--- src/rtl/stage_memory.sv ---
// Memory stage of a simple in-order pipeline: ALU pass-through, word-aligned
// load/store over a request/ack bus, bypass network and writeback register.
module stage_memory (
    input  logic        clk,
    input  logic        rst,
    input  logic        stall_in,
    output logic        stall,
    input  logic [3:0]  in_addr,
    input  logic [31:0] in_val,
    input  logic        is_mem,
    input  logic [31:0] mem_addr,
    input  logic [31:0] mem_val,
    input  logic        mem_write,
    output logic        bus_req,
    output logic        bus_we,
    output logic [31:0] bus_addr,
    output logic [31:0] bus_wdata,
    input  logic        bus_ack,
    input  logic [31:0] bus_rdata,
    output logic        fwd_valid,
    output logic [3:0]  fwd_addr,
    output logic [31:0] fwd_val,
    output logic [3:0]  out_addr,
    output logic [31:0] out_val,
    output logic        misalign
);

    typedef enum logic [1:0] {
        IDLE = 2'd0,
        BUSY = 2'd1,
        DONE = 2'd2
    } state_t;

    state_t      r_state;
    logic        r_bus_req;
    logic        r_we;
    logic [29:0] r_word;
    logic [31:0] r_wdata;
    logic [3:0]  r_dst;
    logic [31:0] r_rdata;
    logic [3:0]  r_out_addr;
    logic [31:0] r_out_val;
    logic        r_misalign;

    logic        w_aligned;
    logic        w_accept;
    logic        w_misal;
    logic [3:0]  w_res_addr;
    logic [31:0] w_res_val;

    assign w_aligned = (mem_addr[1:0] == 2'b00);
    assign w_accept  = (r_state == IDLE) && is_mem && w_aligned && !stall_in;
    assign w_misal   = (r_state == IDLE) && is_mem && !w_aligned && !stall_in;

    // The execute stage holds its instruction until the access reaches DONE.
    assign stall = stall_in | (is_mem & w_aligned & (r_state != DONE));

    assign bus_req   = r_bus_req;
    assign bus_we    = r_we;
    assign bus_addr  = {r_word, 2'b00};
    assign bus_wdata = r_wdata;
    assign out_addr  = r_out_addr;
    assign out_val   = r_out_val;
    assign misalign  = r_misalign;

    always_comb begin
        w_res_addr = '0;
        w_res_val  = '0;
        if (r_state == DONE) begin
            if (!r_we) begin
                w_res_addr = r_dst;
                w_res_val  = r_rdata;
            end
        end else if (!is_mem) begin
            w_res_addr = in_addr;
            w_res_val  = in_val;
        end
    end

    always_comb begin
        fwd_valid = 1'b0;
        fwd_addr  = '0;
        fwd_val   = '0;
        if (r_state == DONE) begin
            if (!r_we) begin
                fwd_valid = 1'b1;
                fwd_addr  = r_dst;
                fwd_val   = r_rdata;
            end
        end else if (!is_mem) begin
            fwd_valid = 1'b1;
            fwd_addr  = in_addr;
            fwd_val   = in_val;
        end
    end

    always_ff @(posedge clk) begin
        if (rst) begin
            r_state    <= IDLE;
            r_bus_req  <= 1'b0;
            r_out_addr <= '0;
            r_out_val  <= '0;
            r_misalign <= 1'b0;
        end else begin
            r_misalign <= w_misal;
            case (r_state)
                IDLE: begin
                    if (w_accept) begin
                        r_word    <= mem_addr[31:2];
                        r_wdata   <= mem_val;
                        r_we      <= mem_write;
                        r_dst     <= in_addr;
                        r_bus_req <= 1'b1;
                        r_state   <= BUSY;
                    end
                end
                BUSY: begin
                    // Ack is taken even under downstream stall; DONE then waits.
                    if (bus_ack) begin
                        r_rdata   <= bus_rdata;
                        r_bus_req <= 1'b0;
                        r_state   <= DONE;
                    end
                end
                DONE: begin
                    if (!stall_in) r_state <= IDLE;
                end
                default: begin
                    r_bus_req <= 1'b0;
                    r_state   <= IDLE;
                end
            endcase

            if (!stall) begin
                r_out_addr <= w_res_addr;
                r_out_val  <= w_res_val;
            end else if (!stall_in) begin
                r_out_addr <= '0;
                r_out_val  <= '0;
            end
        end
    end

endmodule

--- config.mk ---
export PLATFORM = sky130hd
export DESIGN_NAME = stage_memory
export DESIGN_NICKNAME = d
export VERILOG_FILES = /design/src/rtl/stage_memory.sv
export SDC_FILE = /design/constraint.sdc
export NUM_CORES = 1
export LEC_CHECK = 0
export CORE_ASPECT_RATIO = 1.4
export CORE_MARGIN = 2
export CORE_UTILIZATION = 40
export DETAILED_ROUTE_END_ITERATION = 7
export PLACE_DENSITY_LB_ADDON = 0.15
export SYNTH_ARGS = -nofsm -noshare
export SYNTH_HDL_FRONTEND = slang
export SYNTH_SLANG_ARGS = --single-unit
--- constraint.sdc ---
create_clock -name clk -period 6.2 [get_ports clk]
set_clock_uncertainty 0.1 [all_clocks]
set_input_delay 1.86 -clock clk [delete_from_list [all_inputs] [get_ports clk]]
set_output_delay 1.86 -clock clk [all_outputs]
set_load 0.02 [all_outputs]
==> results.py <==
metrics = {
    "cts": {
        "cts_resized": 0,
        "clock-sinks": 139,
        "clk_latency_ns": 0.41,
        "cts_tree": "built",
        "htreeDepth": 4,
        "clockBufferDepth": 2,
        "clk_pin_slew_ns": 0.05,
        "cts_made_buffers": 17,
        "post-cts-setup-buffer-count": 0,
        "hold_buffers": 0,
        "cts_root_buffer": "clkbuf_16",
    },
    "drt": {
        "vias": 4076,
        "wl_per_cell_um": 18.5,
        "ant_nets": 0,
        "drt_iter0_drc": 186,
        "drc": 0,
        "viasPerCell": 4.88,
        "drt-total-wl_um": 15500,
        "drtPass1Iterations": 5,
    },
    "sta": {
        "setup_tns_ns": 0,
        "final-setup-viol-count": 0,
        "rsz0062_at_grt": "no",
        "fmax_ghz": 0.172,
        "layout_min_cycle_time_ns": 5.82,
        "hold_violations": 0,
        "worst_pin_slew_ns": 0.908,
        "slew_headroom": 0.393,
        "final-max-slew-violation-count": 0,
        "finalCritPeriodShare": 0.939,
    },
    "finish": {
        "layout_commonest_cell": "clkdlybuf4s50_1",
        "post-route-cell-area_mm2": 0.00887,
        "fin_nets": 778,
        "drive_gt1_frac": 0.0919,
        "post-route-util": 0.665,
        "layoutNonFillerInstCount": 835,
        "final_cell_mix": "274 x clkdlybuf4s50_1, 99 x edfxtp_1, 39 x dfxtp_1",
        "area_growth_pct": 63.5,
        "antennaDiodeCount": 0,
        "nFillCells": 1012,
    },
    "die": {
        "core_area_mm2": 0.0133,
        "die_area_mm2": 0.0145,
        "num_io_pins": 279,
        "start_util": 0.407,
        "die_h_um": 142,
        "die_w_um": 102,
        "row_count": 50,
    },
    "critical_path": {
        "timing.rr.start": "r_state[1]$_SDFFE_PP0P_",
        "required_ns": 4.24,
        "cpMostUsedCell": "clkdlybuf4s50_1",
        "cp_top_family": "buffers and inverters",
        "crit_chain": "clkdlybuf4s50_1, inv_2, a31o_1, clkdlybuf4s50_1",
        "r2r_slack_ns": 3.53,
        "cp_max_fo": 37,
        "endpoint_kind": "output port",
        "critical_path.max_stage_delay_ns": 0.63,
        "critPathArrivalTime_ns": 3.86,
        "path_buf_inv": 3,
        "crit_slowest_cell": "clkdlybuf4s50_1",
        "reg2reg_depth": 4,
        "crit_type": "in2out",
        "start_kind": "primary input",
        "r2r_end": "bus_wdata[22]$_DFFE_PP_",
    },
    "synthesis": {
        "ys_warn_count": 0,
        "postSynthAreaPerCell_um2": 14.6,
        "ys_ff_latch": 139,
        "yosysSeqAreaShare": 0.696,
        "synth_cells": 372,
        "syn_area_mm2": 0.00542,
        "synth.distinct_cells": 29,
    },
    "power_and_ir_drop": {
        "cellLeakagePower_nw": 3.08,
        "peakVddDrop_uv": 160,
        "p_per_area_mw_per_mm2": 261,
    },
    "placement": {
        "gp_congestion": 0.772,
        "hpwl_um": 11100,
        "io_buffers": 276,
        "placed_area_mm2": 0.00827,
        "place_inst": 803,
    },
    "global_routing": {
        "grt_pass1_wl_um": 22500,
        "overflow": 0,
        "first_global_vias": 4196,
        "grt_max_degree": 76,
        "grt_use_total": 0.209,
        "antenna_found_initial": 0,
    },
    "status": {
        "outcome": "complete, no violations",
    },
    "job": {
        "maxCapViolCount": 0,
    },
    "min_path": {
        "hp-class": "reg2reg",
        "worstHoldEndpoint": "bus_req$_SDFFE_PP0P_",
        "hp-start": "bus_req$_SDFFE_PP0P_",
        "hold_depth": 1,
    },
}
Yosys cell counts (all sizes together):
cell	count	area [um^2]
edfxtp	99	2970
dfxtp	40	801
a21oi	38	190
a31o	38	385
inv	38	143
nor4bb	36	360
o21a	36	270
buf	17	114
clkbuf	14	52.6
nand2b	2	20.0
nand3b	2	15.0
nor2	2	7.51
or4b	2	23.8
conb	1	3.75
dlymetal6s2s	1	12.5
mux2i	1	10.0
nand2	1	3.75
nor3	1	5.00
nor4	1	21.3
o21ai	1	5.00
or2	1	6.26
flip-flops by register name (all words and copies together) (netlist names):
signal     flops
bus_we         1
r_rdata       32
r_word        30
out_addr       4
r_state        2
out_val       32
bus_req        1
r_dst          4
misalign       1
bus_wdata     32
cell families (layout without fill, tap and decap cells):
family / after synthesis / after routing / synth area share
AO/OA/AOI/OAI: 113 / 113 / 0.157
AND/OR/NAND/NOR: 48 / 48 / 0.0854
multiplexers: 1 / 1 / 0.00185
flip-flops: 139 / 139 / 0.696
buffers and inverters: 70 / 350 / 0.0593
other: 1 / 2 / 0.000692
stage by stage:
| stage | total power, mW | hold WS [ns] | setup WS [ns] |
|---|---|---|---|
| 2_1_floorplan | 1.15 | 0.491 | 1.12 |
| 4_1_cts | 2.34 | 0.408 | 0.380 |
| 3_5_place_dp | 1.32 | 0.395 | 0.392 |
| 6_report | 2.32 | 0.394 | 0.379 |
| 5_1_grt | 2.39 | 0.430 | 0.302 |
| 3_3_place_gp | 1.32 | 0.359 | 0.448 |
metal layers:
layer | GRT usage | routed length [um] | up-vias
met5 | 0 | 0 | -
met4 | 0.0786 | 277 | 0
met3 | 0.0759 | 1380 | 18
met2 | 0.362 | 7920 | 206
met1 | 0.232 | 5900 | 1918
li1 | - | - | 1934
where the power goes:
| group | total [mW] | switching, mW | internal (mW) |
|---|---|---|---|
| combinational | 0.273 | 0.114 | 0.159 |
| clock | 1.02 | 0.383 | 0.634 |
| sequential | 1.03 | 0.0114 | 1.02 |
| total | 2.32 | 0.509 | 1.81 |
how the worst max path moves through the flow:
stage / endpoint / cells after the start / startpoint
floorplan: bus_wdata[0]$_DFFE_PP_ / 2 / stall_in
global placement: fwd_val[1] / 4 / is_mem
detailed placement: fwd_val[0] / 4 / is_mem
CTS: fwd_val[4] / 4 / is_mem
global route: fwd_val[4] / 4 / is_mem
finish: fwd_val[4] / 4 / is_mem
cell type report:
class                   instances  area [um^2]  area share
flip-flops and latches        139         3770       0.426
well taps                     182          228      0.0257
clock inverters                14          170      0.0192
clock buffers                  18          429      0.0484
inverters                      38          143      0.0161
multi-input cells             164         1340       0.151
repair buffers                280         2780       0.314
(Power assumes the default switching activity.)
